$ cat src/rtl/t03_multicycle_control_if.sv
// Instruction/data bus handshake between the multi-cycle control unit and the memory side.
interface t03_multicycle_control_if;
    logic        imem_req;
    logic        imem_ack;
    logic [31:0] imem_rdata;
    logic        dmem_read;
    logic        dmem_write;
    logic        dmem_ack;

    modport master (output imem_req, dmem_read, dmem_write,
                    input  imem_ack, imem_rdata, dmem_ack);
    modport slave  (input  imem_req, dmem_read, dmem_write,
                    output imem_ack, imem_rdata, dmem_ack);
endinterface

$ cat src/rtl/t03_multicycle_control.sv
// Multi-cycle RV32I control unit: FETCH/DECODE/EXEC/MEM/WB sequencing with a registered
// control word, bus-timeout and illegal-instruction traps.
module t03_multicycle_control #(
    parameter int MEM_TIMEOUT = 255
) (
    input  logic                            clk,
    input  logic                            nRst,
    input  logic                            freeze,
    input  logic                            trap_clear,
    t03_multicycle_control_if.master        bus,
    output logic [31:0]                     instr,
    output logic [3:0]                      alu_op,
    output logic [2:0]                      branch_type,
    output logic                            alu_mux_en,
    output logic                            mem_to_reg,
    output logic                            load_byte,
    output logic                            store_byte,
    output logic                            slt,
    output logic                            u,
    output logic                            read_next_pc,
    output logic                            pc_add_write_value,
    output logic                            reg_write_en,
    output logic                            pc_en,
    output logic                            illegal_instr,
    output logic                            bus_error,
    output logic [2:0]                      state
);
    localparam int TO_W = $clog2(MEM_TIMEOUT + 1);
    localparam logic [TO_W-1:0] TO_LAST = TO_W'(MEM_TIMEOUT - 1);

    localparam logic [3:0] ALU_ADD = 4'd0, ALU_SUB = 4'd1, ALU_XOR = 4'd2, ALU_OR  = 4'd3,
                           ALU_AND = 4'd4, ALU_SLL = 4'd5, ALU_SRL = 4'd6, ALU_SRA = 4'd7,
                           ALU_IMM = 4'd8;
    localparam logic [2:0] BR_BEQ = 3'd1, BR_BNE = 3'd2, BR_BLT = 3'd3, BR_BGE = 3'd4,
                           BR_BLTU = 3'd5, BR_BGEU = 3'd6, BR_JMP = 3'd7;

    typedef enum logic [2:0] {
        S_FETCH = 3'd0, S_DECODE = 3'd1, S_EXEC = 3'd2, S_MEM = 3'd3, S_WB = 3'd4, S_TRAP = 3'd5
    } state_t;

    typedef struct packed {
        logic [3:0] alu_op;
        logic [2:0] br;
        logic       mux, m2r, lb, sb, slt, u, rnp, pawv;
        logic       rw, ld, st;
    } ctrl_t;

    state_t          state_q, state_d;
    logic [TO_W-1:0] cnt_q, cnt_d;
    logic [31:0]     instr_q, instr_d;
    ctrl_t           ctrl_q, ctrl_d, dec;
    logic            ill_q, ill_d, be_q, be_d, dec_ok;
    logic [6:0]      opc;
    logic [2:0]      f3;
    logic            f7b5;

    assign opc  = instr_q[6:0];
    assign f3   = instr_q[14:12];
    assign f7b5 = instr_q[30];

    // Decode key {funct7[5], funct3, opcode}; funct7[5] only matters for R-type and SRLI/SRAI.
    always_comb begin
        dec    = '0;
        dec_ok = 1'b1;
        case (opc)
            7'b0110011: begin
                dec.rw = 1'b1;
                case (f3)
                    3'd0: dec.alu_op = f7b5 ? ALU_SUB : ALU_ADD;
                    3'd1: begin dec.alu_op = ALU_SLL; dec_ok = !f7b5; end
                    3'd2: begin dec.alu_op = ALU_SUB; dec.slt = 1'b1; dec_ok = !f7b5; end
                    3'd3: begin dec.alu_op = ALU_SUB; dec.slt = 1'b1; dec.u = 1'b1; dec_ok = !f7b5; end
                    3'd4: begin dec.alu_op = ALU_XOR; dec_ok = !f7b5; end
                    3'd5: dec.alu_op = f7b5 ? ALU_SRA : ALU_SRL;
                    3'd6: begin dec.alu_op = ALU_OR; dec_ok = !f7b5; end
                    default: begin dec.alu_op = ALU_AND; dec_ok = !f7b5; end
                endcase
            end
            7'b0010011: begin
                dec.rw  = 1'b1;
                dec.mux = 1'b1;
                case (f3)
                    3'd0: dec.alu_op = ALU_ADD;
                    3'd1: dec.alu_op = ALU_SLL;
                    3'd2: begin dec.alu_op = ALU_SUB; dec.slt = 1'b1; end
                    3'd3: begin dec.alu_op = ALU_SUB; dec.slt = 1'b1; dec.u = 1'b1; end
                    3'd4: dec.alu_op = ALU_XOR;
                    3'd5: dec.alu_op = f7b5 ? ALU_SRA : ALU_SRL;
                    3'd6: dec.alu_op = ALU_OR;
                    default: dec.alu_op = ALU_AND;
                endcase
            end
            7'b0000011: begin
                dec.rw  = 1'b1;
                dec.mux = 1'b1;
                dec.m2r = 1'b1;
                dec.ld  = 1'b1;
                dec.lb  = (f3 == 3'd0);
                dec_ok  = (f3 == 3'd0) || (f3 == 3'd2);
            end
            7'b0100011: begin
                dec.mux = 1'b1;
                dec.st  = 1'b1;
                dec.sb  = (f3 == 3'd0);
                dec_ok  = (f3 == 3'd0) || (f3 == 3'd2);
            end
            7'b1100011: begin
                dec.alu_op = ALU_SUB;
                case (f3)
                    3'd0: dec.br = BR_BEQ;
                    3'd1: dec.br = BR_BNE;
                    3'd4: dec.br = BR_BLT;
                    3'd5: dec.br = BR_BGE;
                    3'd6: begin dec.br = BR_BLTU; dec.u = 1'b1; end
                    3'd7: begin dec.br = BR_BGEU; dec.u = 1'b1; end
                    default: dec_ok = 1'b0;
                endcase
            end
            7'b0110111: begin dec.alu_op = ALU_IMM; dec.mux = 1'b1; dec.rw = 1'b1; end
            7'b0010111: begin dec.mux = 1'b1; dec.rnp = 1'b1; dec.pawv = 1'b1; dec.rw = 1'b1; end
            7'b1101111: begin dec.br = BR_JMP; dec.rnp = 1'b1; dec.rw = 1'b1; end
            7'b1100111: begin
                dec.br   = BR_JMP;
                dec.mux  = 1'b1;
                dec.rnp  = 1'b1;
                dec.pawv = 1'b1;
                dec.rw   = 1'b1;
                dec_ok   = (f3 == 3'd0);
            end
            default: dec_ok = 1'b0;
        endcase
    end

    always_comb begin
        state_d        = state_q;
        cnt_d          = cnt_q;
        instr_d        = instr_q;
        ctrl_d         = ctrl_q;
        ill_d          = ill_q;
        be_d           = be_q;
        bus.imem_req   = 1'b0;
        bus.dmem_read  = 1'b0;
        bus.dmem_write = 1'b0;
        reg_write_en   = 1'b0;
        pc_en          = 1'b0;
        case (state_q)
            S_FETCH: if (!freeze) begin
                bus.imem_req = 1'b1;
                if (bus.imem_ack) begin
                    instr_d = bus.imem_rdata;
                    state_d = S_DECODE;
                end else if (cnt_q == TO_LAST) begin
                    be_d    = 1'b1;
                    state_d = S_TRAP;
                end else begin
                    cnt_d = cnt_q + 1'b1;
                end
            end
            S_DECODE: begin
                if (dec_ok) begin
                    ctrl_d  = dec;
                    state_d = S_EXEC;
                end else begin
                    ctrl_d  = '0;
                    ill_d   = 1'b1;
                    state_d = S_TRAP;
                end
            end
            S_EXEC: begin
                cnt_d   = '0;
                state_d = (ctrl_q.ld || ctrl_q.st) ? S_MEM : S_WB;
            end
            S_MEM: begin
                bus.dmem_read  = ctrl_q.ld;
                bus.dmem_write = ctrl_q.st;
                if (bus.dmem_ack) begin
                    state_d = S_WB;
                end else if (cnt_q == TO_LAST) begin
                    be_d    = 1'b1;
                    state_d = S_TRAP;
                end else begin
                    cnt_d = cnt_q + 1'b1;
                end
            end
            S_WB: begin
                pc_en        = 1'b1;
                reg_write_en = ctrl_q.rw;
                cnt_d        = '0;
                state_d      = S_FETCH;
            end
            S_TRAP: if (trap_clear) begin
                ill_d   = 1'b0;
                be_d    = 1'b0;
                cnt_d   = '0;
                state_d = S_FETCH;
            end
            default: state_d = S_FETCH;
        endcase
    end

    always_ff @(posedge clk or negedge nRst) begin
        if (!nRst) begin
            state_q <= S_FETCH;
            cnt_q   <= '0;
            instr_q <= '0;
            ctrl_q  <= '0;
            ill_q   <= 1'b0;
            be_q    <= 1'b0;
        end else begin
            state_q <= state_d;
            cnt_q   <= cnt_d;
            instr_q <= instr_d;
            ctrl_q  <= ctrl_d;
            ill_q   <= ill_d;
            be_q    <= be_d;
        end
    end

    assign state              = state_q;
    assign instr              = instr_q;
    assign alu_op             = ctrl_q.alu_op;
    assign branch_type        = ctrl_q.br;
    assign alu_mux_en         = ctrl_q.mux;
    assign mem_to_reg         = ctrl_q.m2r;
    assign load_byte          = ctrl_q.lb;
    assign store_byte         = ctrl_q.sb;
    assign slt                = ctrl_q.slt;
    assign u                  = ctrl_q.u;
    assign read_next_pc       = ctrl_q.rnp;
    assign pc_add_write_value = ctrl_q.pawv;
    assign illegal_instr      = ill_q;
    assign bus_error          = be_q;
endmodule

$ cat src/flat_wrapper.sv
// flat-port wrapper written by rule: the top's interface ports become plain ports
module t03_multicycle_control_flat 
#(
    parameter int MEM_TIMEOUT = 255
)
  (clk, nRst, freeze, trap_clear, instr, alu_op, branch_type, alu_mux_en, mem_to_reg, load_byte, store_byte, slt, u, read_next_pc, pc_add_write_value, reg_write_en, pc_en, illegal_instr, bus_error, state, bus_imem_req, bus_dmem_read, bus_dmem_write, bus_imem_ack, bus_imem_rdata, bus_dmem_ack);
  t03_multicycle_control_if bus_i ();
  input  logic clk;
  input  logic nRst;
  input  logic freeze;
  input  logic trap_clear;
  output logic [31:0] instr;
  output logic [3:0] alu_op;
  output logic [2:0] branch_type;
  output logic alu_mux_en;
  output logic mem_to_reg;
  output logic load_byte;
  output logic store_byte;
  output logic slt;
  output logic u;
  output logic read_next_pc;
  output logic pc_add_write_value;
  output logic reg_write_en;
  output logic pc_en;
  output logic illegal_instr;
  output logic bus_error;
  output logic [2:0] state;
  output wire logic [$bits(bus_i.imem_req)-1:0] bus_imem_req;
  output wire logic [$bits(bus_i.dmem_read)-1:0] bus_dmem_read;
  output wire logic [$bits(bus_i.dmem_write)-1:0] bus_dmem_write;
  input wire logic [$bits(bus_i.imem_ack)-1:0] bus_imem_ack;
  input wire logic [$bits(bus_i.imem_rdata)-1:0] bus_imem_rdata;
  input wire logic [$bits(bus_i.dmem_ack)-1:0] bus_dmem_ack;
  assign bus_imem_req = bus_i.imem_req;
  assign bus_dmem_read = bus_i.dmem_read;
  assign bus_dmem_write = bus_i.dmem_write;
  assign bus_i.imem_ack = bus_imem_ack;
  assign bus_i.imem_rdata = bus_imem_rdata;
  assign bus_i.dmem_ack = bus_dmem_ack;
  t03_multicycle_control #(.MEM_TIMEOUT(MEM_TIMEOUT)) u_core (.clk(clk), .nRst(nRst), .freeze(freeze), .trap_clear(trap_clear), .bus(bus_i), .instr(instr), .alu_op(alu_op), .branch_type(branch_type), .alu_mux_en(alu_mux_en), .mem_to_reg(mem_to_reg), .load_byte(load_byte), .store_byte(store_byte), .slt(slt), .u(u), .read_next_pc(read_next_pc), .pc_add_write_value(pc_add_write_value), .reg_write_en(reg_write_en), .pc_en(pc_en), .illegal_instr(illegal_instr), .bus_error(bus_error), .state(state));
endmodule
$ cat config.mk
export PLATFORM = sky130hd
export DESIGN_NAME = t03_multicycle_control_flat
export DESIGN_NICKNAME = d
export VERILOG_FILES = /design/src/rtl/t03_multicycle_control_if.sv /design/src/rtl/t03_multicycle_control.sv /design/src/flat_wrapper.sv
export SDC_FILE = /design/constraint.sdc
export NUM_CORES = 1
export LEC_CHECK = 0
export BUFFER_PORTS_ARGS = -buffer_cell sky130_fd_sc_hd__clkbuf_2
export CORE_ASPECT_RATIO = 0.75
export CORE_MARGIN = 5
export CORE_UTILIZATION = 35
export CTS_BUF_LIST = sky130_fd_sc_hd__clkbuf_16
export CTS_CLUSTER_SIZE = 24
export DETAILED_ROUTE_END_ITERATION = 8
export GPL_ROUTABILITY_DRIVEN = 0
export SLEW_MARGIN = 25
export SYNTH_ARGS = -nofsm -noshare
export SYNTH_HDL_FRONTEND = slang
export SYNTH_SLANG_ARGS = --single-unit
$ cat constraint.sdc
create_clock -name clk -period 2.41 [get_ports clk]
set_input_delay 0.241 -clock clk [delete_from_list [all_inputs] [get_ports clk]]
set_output_delay 0.241 -clock clk [all_outputs]
set_load 0.005 [all_outputs]
* Word level (Yosys, flattened, before mapping)
Cells that the tools add are included.
Cells by class: $add $sub $neg 1, equal/unequal tests 27, mux-type cells 52, bitwise operators 1, reduce and logical (&&, ||, !) cells 26
Operator list (count):
- 4-bit case mux with 6 select lines | 2
- 8-bit two-way mux | 5
- 8-bit case mux with 4 select lines | 1
- 1-bit two-way mux | 27
- 7-bit by 6-bit == test with 1-bit output (second input constant) | 3
- 7-bit == test (second input constant) | 3
- 3-bit two-way mux | 7
- 3-bit == test (second input constant) | 6
- 18-bit two-way mux | 1
- 3-bit case mux with 6 select lines | 1
- 4-bit case mux with 4 select lines | 1
- 2-bit OR reduction | 8
- 3-bit case mux with 5 select lines | 1
- 7-bit by 5-bit == test with 1-bit output (second input constant) | 2
- 3-bit by 2-bit == test with 1-bit output (second input constant) | 4
- 6-bit OR reduction | 2
- 2-bit inequality test (second input constant) | 5
- 5-bit AND reduction | 2
- 8-bit by 1-bit adder with 8-bit output (second input constant) | 1
- 8-bit == test (second input constant) | 1
- 7-bit by 2-bit == test with 1-bit output (second input constant) | 1
- 7-bit OR reduction | 1
- 3-bit by 1-bit == test with 1-bit output (second input constant) | 2
- 3-bit logical NOT | 2
- 15 further kinds | 18
Storage, ports and cells: bits in registers 63, output and inout bits 57, word-level logic and storage cells 125

* Depth between registers and ports, before layout
Gate-level depths: netlist of run 1.
word-level depth 6, depth in mapped cells 7, depth with buffers taken out 6

* Least setup slack after synthesis of run 1
Ideal clock, no wire load.
path type register to register, from register u_core.instr_q[2], in the netlist u_core.instr[2], to register u_core.state_q[2], in the netlist u_core.state[2], library setup time 124 ps, data arrival time 1657 ps, required time 2286 ps, path slack 629 ps, stages on the path, launching flop included 8, path buffers 2, cells stage by stage dfrtp_1 > buf_4 > and4bb_2 > nand2_1 > a21oi_2 > nor2_4 > buf_6 > a211o_1
Between the ends: word-level cells in the longest chain between the ends 5, elaborated cells on any way between the ends 14, those cells by class eq/ne: 9; mux: 3; reduce/logical: 2
RTL lines:
- from (decl) | line t03_multicycle_control.sv:50 | logic [31:0] instr_q, instr_d;
- from (signal assigned) | line t03_multicycle_control.sv:212 | instr_q <= instr_d;
- 7-bit by 5-bit == test with 1-bit output (tied with other cells) | line t03_multicycle_control.sv:65 | case (opc)
- 4-bit OR reduction (no source line) or 2-bit OR reduction (tied branches)
- 1-bit case mux with 5 select lines (*) | line t03_multicycle_control.sv:65
- 3-bit two-way mux (*) | line t03_multicycle_control.sv:160 | if (dec_ok) begin
- 3-bit case mux with 5 select lines (*) | line t03_multicycle_control.sv:146 | case (state_q)
- to (signal assigned) | line t03_multicycle_control.sv:210 | state_q <= state_d;
- to (decl) | line t03_multicycle_control.sv:48 | state_t state_q, state_d;
Mark *: on every way between the ends. The rest lies on a longest branch, timed or not. A chain may end at the register's enable or synchronous reset.

* Final worst setup path of run 1
from register u_core.instr_q[4], in the netlist u_core.instr[4], to register u_core.ctrl_q[2] in the netlist's numbering
Between the ends: word-level cells in the longest chain between the ends 4, elaborated cells on any way between the ends 15, those cells by class eq/ne: 9; mux: 3; reduce/logical: 3
RTL lines:
- 7-bit by 5-bit == test with 1-bit output (tied with other cells) | line t03_multicycle_control.sv:65
- 4-bit OR reduction (no source line) (tied with other cells)
- 1-bit case mux with 5 select lines or 1-bit two-way mux (tied branches) | line t03_multicycle_control.sv:65
- 18-bit two-way mux (*) | line t03_multicycle_control.sv:160
- to (signal assigned) | line t03_multicycle_control.sv:213 | ctrl_q <= ctrl_d;
- to (decl) | line t03_multicycle_control.sv:51 | ctrl_t ctrl_q, ctrl_d, dec;
Marks and branches as above.

==> results.cfg, run 1 <==
[placement]
numPortBuffers = 94
place.detailed.hpwl_um = 6180

[global_routing]
antenna_found_initial = 0
grt_max_degree = 38
grt_pass1_vias = 2675
grt.overflow.total = 0
globalRouteTotalUtil = 0.158
grt_pass1_wl_um = 14100

[setup_path]
cp.required_ns = 2.60
end_kind = flip-flop
crit_path_start_kind = flip-flop
reg2reg_from = u_core.instr[4]
r2r_cells = 6
critPathArrivalTime_ns = 2.20
r2r_end = u_core.ctrl_q[2]
crit_fanout = 14
crit_type = reg -> reg
rrSetupSlack_ns = 0.41

[yosys]
synth_edf_count = 0
synth_warnings = 0
synth_area_sq_um = 3240
ys_top_cells_by_count = 62 x dfrtp_1, 33 x mux2_2, 32 x nand2_1
synthFlopType = dfrtp_1
synth_cells = 292
synth_fp_nets = 332
yosysUniqueCellTypes = 64
yosys.area.top_type = dfrtp_1
synth_top_area_frac = 0.479
synth.area.top_cells = dfrtp_1 48%, mux2_2 11%, o31ai_1 3.9%
synth-async-reset-ratio = 1.00
yosysSeqAreaShare = 0.479
synth.most_common_cell = dfrtp_1
syn_area_per_cell_sq_um = 11.1
synth_seq_cells = 62

[timing]
fin_tns_setup_ns = 0
worst_pin_slew_ns = 0.699
drv_slew = 0
rsz0062_at_grt = no
finalCritPeriodShare = 0.832
slew_headroom = 0.534
setup_viol = 0
fin_skew_ns = 0.00779
finalCriticalPeriod_ns = 2.00
finalHoldViolations = 0
timing.fmax_mhz = 499

[pwr]
powerDensity_nw_per_um2 = 1190
power.leakage_nw = 1.89
vdd_drop_max_mv = 0.522

[clocking]
root_buffer = clkbuf_16
cts_buffers = 9
clkTransAtPathRegs_ns = 0.06
clk_latency_ns = 0.33
cts_resized = 0
cts_tree = built
h-tree-depth = 3
clk_path_buf_depth = 2
cts.sinks = 62

[die]
start_util = 0.358
coreArea_sq_um = 9050
die_y_um = 93.3
rows = 30
die_w_um = 121
pin_count = 95
dieArea_sq_um = 11300

[min_path]
holdPathStages = 2
hold_path_end = u_core.instr[2]
hold_class = in -> reg
min_from = bus_imem_rdata[2]

[run_status]
status = complete, no violations

[route]
route.detailed.drc = 0
num_vias = 2639
firstDrtPassIters = 4
drt-wirelength-per-cell_um = 16.1
vias_per_cell = 5.15
drt_iter0_drc = 167
drt-total-wl_um = 8230
antenna_left = 0

[layout]
multi_input_area_sq_um = 1490
fin_util = 0.449
diodes = 0
drive_gt1_frac = 0.430
filler_cell_count = 875
fin_nets = 419
register_area_sq_um = 1550
synthToLayoutAreaGrowth_pct = 25.2

[flow_run]
maxCapViolCount = 0
power breakdown:
group	internal, W	total [W]	switching [W]
Clock	0.000784	0.00123	0.000447
Combinational	0.000854	0.00179	0.000935
Sequential	0.00138	0.00180	0.000421
Total	0.00302	0.00482	0.00180
area by class of cell:
cell class	count	area share
flip-flops and latches	62	0.382
inverters	9	0.00833
well taps	128	0.0395
clock buffers	9	0.0555
multi-input cells	196	0.368
repair buffers	101	0.133
clock inverters	7	0.0142
worst max-delay path, cell delays in order (launching register included):
cell and delay (ns):
dfrtp_1 0.58, nand4b_1 0.21, nor2_1 0.05, buf_4 0.15
a221o_2 0.40, nor2_4 0.33, o31ai_1 0.14
worst max-delay path by stage:
stage,startpoint,to,slack (ns),depth (start not counted)
global placement,u_core.instr[2],u_core.alu_op[1],0.46,5
floorplan,u_core.instr[2],u_core.state[2],0.63,7
global route,u_core.state[2],u_core.cnt_q[6],0.21,5
finish,u_core.instr[4],u_core.ctrl_q[2],0.41,6
detailed placement,u_core.state[2],u_core.cnt_q[4],0.42,5
CTS,u_core.state[2],u_core.cnt_q[6],0.41,5
registers in the layout (all words and copies together) (netlist names), 3 cells and up:
register	cells
u_core.state	3
u_core.ctrl_q	3
u_core.instr	32
u_core.cnt_q	8
u_core.branch_type	3
u_core.alu_op	4
layer usage:
metal	GRT usage	part of all wire	vias to the layer above	wire, um
met3	0.0580	0.085	6	697
met2	0.216	0.41	98	3400
met5	0	0	-	0
li1	-	-	1253	-
met1	0.229	0.50	1282	4080
met4	0.0481	0.0072	0	59
cell families (layout without fill, tap and decap cells):
| kind of cell | after synthesis | count (layout) | share of synthesized area |
|---|---|---|---|
| muxes | 34 | 34 | 0.118 |
| adders and majority gates | 2 | 2 | 0.00772 |
| and+or+nand+nor | 94 | 94 | 0.171 |
| DFF | 62 | 62 | 0.479 |
| AOI/OAI and AO/OA | 65 | 65 | 0.161 |
| xor gates and xnor gates | 1 | 1 | 0.00270 |
| buffers and inverters | 34 | 126 | 0.0610 |
stage by stage:
stage                     area [sq um]  hold WS, ns  total power, W  setup WS [ns]  cells
after global placement            3760        0.308         0.00357          0.458    495
after floorplan                   3240      -0.0546         0.00295          0.629    292
final                             4060        0.142         0.00482          0.406    512
after detailed placement          3760        0.328         0.00360          0.417    495
after global routing              4060        0.140         0.00518          0.211    512
after CTS                         4060        0.132         0.00487          0.411    512
repair_timing:
item                                   CTS  global route
endpoints found under the hold margin   25             0
buffers inserted                         0             0
hold buffers                             1             0
placed cells by master (no fill, tap or decap), drive strengths merged, types with 7 or more instances in the layout:
| master | synthesis | final |
|---|---|---|
| clkbuf | 4 | 103 |
| dfrtp | 62 | 62 |
| mux2 | 33 | 33 |
| nand2 | 33 | 33 |
| o31ai | 17 | 17 |
| inv | 9 | 11 |
| nor2 | 11 | 11 |
| o21ai | 10 | 10 |
| nand3 | 8 | 8 |
| a21oi | 7 | 7 |
(Power assumes the default switching activity.)
==> inputs of run 2 (changes only) <==
==> constraint.sdc (replaced) <==
create_clock -name clk -period 1.75 [get_ports clk]
set_input_delay 0.175 -clock clk [delete_from_list [all_inputs] [get_ports clk]]
set_output_delay 0.175 -clock clk [all_outputs]
set_load 0.005 [all_outputs]
==> run 2 against run 1 <==
Effect of this change:
- the run now ends with negative setup slack left
- count of clock-buffer cells in the layout unchanged
- largest cell class is now multi-input gates
- worst setup slack got worse by 0.45 ns
- sequential share of layout area decreased by 4.9 points
- critical path depth unchanged
- hold slack got worse by 0.066 ns
==> results.cfg, run 2 (synthesis results as in run 1) <==
[layout]
final-instance-count-excl-fill = 566
layout_commonest_cell = clkbuf_2
diodes = 0
fin_nets = 473
final_cell_mix = 94 x clkbuf_2, 57 x dfrtp_1, 50 x buf_4, 32 x mux2_2, 31 x nand2_1
filler_cell_count = 814
register_area_sq_um = 1560
drive_gt1_frac = 0.562
multi_input_area_sq_um = 1640
synthToLayoutAreaGrowth_pct = 44.1
largest_reg_flops = 32

[setup_path]
crit_path_start_kind = flip-flop
end_kind = flip-flop
cp_cell_sequence = buf_6 -> buf_4 -> mux2_4 -> a21oi_4 -> or4_4 -> a21boi_2
crit_fanout = 16
crit_type = reg -> reg
critPathArrivalTime_ns = 2.00
slowest_delay_ns = 0.42
slowest_stage = dfrtp_1
cp.required_ns = 1.95

[placement]
pre_cts_ws_ns = -0.133
place.detailed.hpwl_um = 6030
place_inst = 534
numPortBuffers = 94

[global_routing]
grt_max_degree = 63
antenna_found_initial = 1
grt.overflow.total = 0
globalRouteTotalUtil = 0.155
grt_pass1_wl_um = 13800
grt_pass1_vias = 2813

[route]
antenna_left = 0
drt_iter0_drc = 129
vias_per_cell = 5.00
firstDrtPassIters = 4
drt-total-wl_um = 8570
drt-wirelength-per-cell_um = 15.1
num_vias = 2828
route.detailed.drc = 0

[clocking]
cts_buffers = 9
cts_tree = built
clk_latency_ns = 0.33
root_buffer = clkbuf_16
clk_path_buf_depth = 2
cts.sinks = 62
clkTransAtPathRegs_ns = 0.05
h-tree-depth = 3

[pwr]
power.leakage_nw = 2.23
vdd_drop_max_mv = 0.772
powerDensity_nw_per_um2 = 1660

[run_status]
status = finished, violations left
violations = negative setup slack

[min_path]
hold_class = in -> reg

[die]
pin_count = 95
start_util = 0.358
rows = 30
coreArea_sq_um = 9050
die_w_um = 121
die_y_um = 93.3
dieArea_sq_um = 11300

[timing]
fin_skew_ns = 0.00461
finalCritPeriodShare = 1.03
worst_pin_slew_ns = 0.451
setup_viol = 37
finalCriticalPeriod_ns = 1.80
drv_slew = 0
finalHoldViolations = 0
rsz0062_at_grt = yes
slew_headroom = 0.699
setup_ws_ns = -0.0488
fin_tns_setup_ns = -0.724
timing.fmax_mhz = 556

[flow_run]
maxCapViolCount = 0
[run 2: area by class of cell]
| class | instances | area share |
|---|---|---|
| Inverter | 9 | 0.00723 |
| Clock buffer | 9 | 0.0482 |
| Multi-Input combinational cell | 196 | 0.351 |
| Sequential cell | 62 | 0.334 |
| Clock inverter | 7 | 0.0123 |
| Timing Repair Buffer | 155 | 0.213 |
| Tap cell | 128 | 0.0343 |
[run 2: path summary, 6_finish.rpt]
path | from | endpoint | slack, ns | depth (start not counted)
max | u_core.state[1] | u_core.cnt_q[4] | -0.05 | 6
min | bus_imem_rdata[9] | u_core.instr[9] | 0.08 | 2
max reg2reg | u_core.state[1] | u_core.cnt_q[4] | -0.05 | 6
min reg2reg | u_core.alu_op[3] | u_core.alu_op[3] | 0.47 | 2
max in group asynchronous | nRst | u_core.state[0] | 1.03 | 3
min in group asynchronous | nRst | u_core.instr[19] | 0.37 | 3
[run 2: through the flow]
stage / util / total power (W) / instance area (sq um) / hold WS [ns]
after CTS: 0.502 / 0.00755 / 4550 / 0.0623
after detailed placement: 0.450 / 0.00549 / 4080 / 0.219
after global placement: 0.450 / 0.00544 / 4080 / 0.215
final: 0.516 / 0.00773 / 4670 / 0.0757
after global routing: 0.516 / 0.00824 / 4670 / 0.0633
after floorplan: - / 0.00408 / 3250 / -0.121
[run 2: worst max-delay path: cells and delay by family (launching register included)]
| kind | cells | cell delay (ns) |
|---|---|---|
| flops | 1 | 0.42 |
| mux | 1 | 0.32 |
| simple gates | 1 | 0.21 |
| compound gates | 2 | 0.43 |
| buf+inv | 2 | 0.28 |
[run 2: per-layer routing]
layer | share of wire | GRT usage | wire length (um)
met1 | 0.45 | 0.203 | 3880
met2 | 0.46 | 0.237 | 3940
met3 | 0.067 | 0.0526 | 577
met4 | 0.019 | 0.0594 | 165
met5 | 0.00082 | 0 | 7
[run 2: where the power goes]
group	switching (W)	internal [W]	leakage, nW
clock network	0.000604	0.00108	0.151
logic	0.00182	0.00195	1.30
registers	0.000365	0.00191	0.782
total	0.00279	0.00494	2.23
[run 2: what timing repair did]
action | in CTS | in global routing
setup buffers | 12 | 3
hold buffers | 1 | 0
resized for setup | 20 | 24
setup endpoints to repair | 22 | 62
pin swaps | 10 | 8
hold endpoints to repair | 62 | 0
==> inputs of run 3 (changes only) <==
--- a/config.mk
+++ b/config.mk
@@ -8,11 +8,13 @@
 export BUFFER_PORTS_ARGS = -buffer_cell sky130_fd_sc_hd__clkbuf_2
 export CORE_ASPECT_RATIO = 0.75
 export CORE_MARGIN = 5
-export CORE_UTILIZATION = 35
+export CORE_UTILIZATION = 47
 export CTS_BUF_LIST = sky130_fd_sc_hd__clkbuf_16
 export CTS_CLUSTER_SIZE = 24
 export DETAILED_ROUTE_END_ITERATION = 8
 export GPL_ROUTABILITY_DRIVEN = 0
+export PLACE_DENSITY = 0.76
+export RECOVER_POWER = 25
 export SLEW_MARGIN = 25
 export SYNTH_ARGS = -nofsm -noshare
 export SYNTH_HDL_FRONTEND = slang
==> run 3 against run 2 <==
Effect of this change:
- the run still ends with negative setup slack left
- sequential share of layout area shrank 1.0 points
- clock power increased by 7%
- worst setup slack better by 0.030 ns
- die area is 23% lower
- core utilization is 19 points higher
- global-route usage increased by 5.8 points
- first-iteration DRC count grew 3.9%
- largest cell class unchanged
- largest power group unchanged
==> results.cfg, run 3 (synthesis results as in run 1) <==
[run_status]
status = finished, violations left
violations = negative setup slack

[layout]
synthToLayoutAreaGrowth_pct = 48.2
fin_nets = 486
final_cell_mix = 94 x clkbuf_2, 60 x buf_4, 60 x dfrtp_1, 32 x mux2_2, 29 x nand2_1
layout_commonest_cell = clkbuf_2
diodes = 0
drive_gt1_frac = 0.581
largest_reg_flops = 32

[timing]
holdWs_ns = 0.0755
worst_pin_slew_ns = 0.857
timing.fmax_mhz = 565
setup_ws_ns = -0.0186
finalHoldViolations = 0
rsz0062_at_grt = yes
finalCriticalPeriod_ns = 1.77
fin_skew_ns = 0.00948
finalCritPeriodShare = 1.01
slew_headroom = 0.429
setup_viol = 3
drv_slew = 0

[setup_path]
end_kind = flip-flop
path_buf_inv = 1
crit_path_start_kind = flip-flop
cp.required_ns = 2.00
cp_cell_sequence = and4b_1 -> a31oi_4 -> buf_6 -> nand4_1 -> or3_1 -> a21boi_1
slowest_delay_ns = 0.45
slowest_stage = dfrtp_2
crit_type = reg -> reg
critPathArrivalTime_ns = 2.02
crit_fanout = 7
cp_top_family = simple AND/OR/NAND/NOR gates

[flow_run]
maxCapViolCount = 0

[clocking]
clk_path_buf_depth = 2
root_buffer = clkbuf_16
cts_tree = built
cts_buffers = 9
clk_latency_ns = 0.33
clkTransAtPathRegs_ns = 0.06
cts.sinks = 62
h-tree-depth = 3

[route]
antenna_left = 0
drt_iter0_drc = 134
drt-total-wl_um = 9410
route.detailed.drc = 0
num_vias = 3004
vias_per_cell = 5.61
drt-wirelength-per-cell_um = 17.6
firstDrtPassIters = 8

[die]
start_util = 0.479
rows = 26
die_w_um = 106
coreArea_sq_um = 6770
dieArea_sq_um = 8670
pin_count = 95
die_y_um = 81.9

[pwr]
powerDensity_nw_per_um2 = 1720
vdd_drop_max_mv = 0.958
power.leakage_nw = 2.33

[placement]
numPortBuffers = 94
pre_cts_ws_ns = -0.0615
place.detailed.hpwl_um = 6450

[global_routing]
globalRouteTotalUtil = 0.213
grt.overflow.total = 0
grt_pass1_vias = 2966
antenna_found_initial = 0
grt_pass1_wl_um = 14500
grt_max_degree = 63

[min_path]
hold_class = in -> reg
==> run 3: worst paths after layout <==
kind,start,end,slack [ns],depth (start not counted)
worst max-delay path,u_core.state[2],u_core.cnt_q[6],-0.02,6
worst min register to register,u_core.read_next_pc,u_core.read_next_pc,0.48,2
max in group asynchronous,nRst,u_core.state[2],0.54,3
worst max register to register,u_core.state[2],u_core.cnt_q[6],-0.02,6
min in group asynchronous,nRst,u_core.instr[20],0.59,3
worst min-delay path,bus_imem_rdata[30],u_core.instr[30],0.08,2
==> run 3: timing repair <==
item,in CTS,in global routing
gates resized for setup,12,39
setup endpoints to repair,10,58
endpoints found under the hold margin,62,0
pin swaps,9,12
setup buffers,4,7
hold buffers,1,0
gates cloned,0,3
==> run 3: routing by layer <==
layer,vias up,share of wire,track usage
met4,0,0.024,0.0673
met2,144,0.47,0.347
met3,24,0.085,0.0770
met5,-,0,0
met1,1454,0.42,0.268
li1,1382,-,-
==> run 3: worst register-to-register path, delay by kind of cell (launching register included) <==
family | cells | cell delay (ns)
AO/OA/AOI/OAI | 2 | 0.42
AND/OR/NAND/NOR | 3 | 0.67
buffers and inverters | 1 | 0.15
flip-flops | 1 | 0.45
==> run 3: report_power, final <==
| group | internal, W | switching, W | total (W) | leakage, nW |
|---|---|---|---|---|
| Clock | 0.00112 | 0.000683 | 0.00180 | 0.143 |
| Combinational | 0.00216 | 0.00200 | 0.00417 | 1.40 |
| Sequential | 0.00190 | 0.000375 | 0.00228 | 0.785 |
==> run 3: through the flow <==
stage	utilization	cells	power, W	area [sq um]	setup TNS [ns]
2_1_floorplan	-	292	0.00408	3250	-0.000369
3_3_place_gp	0.611	505	0.00566	4130	-0.0293
3_5_place_dp	0.611	505	0.00579	4130	-0.289
4_1_cts	0.668	526	0.00778	4520	0
5_1_grt	0.710	535	0.00876	4800	-2.24
6_report	0.710	535	0.00825	4800	-0.0304
==> run 3: final cells by class <==
type	instances	area (sq um)
Sequential cell	62	1550
Inverter	9	33.8
Clock buffer	9	225
Timing Repair Buffer	168	1110
Clock inverter	7	80.1
Fill cell	491	1960
Multi-Input combinational cell	196	1690
Tap cell	84	105
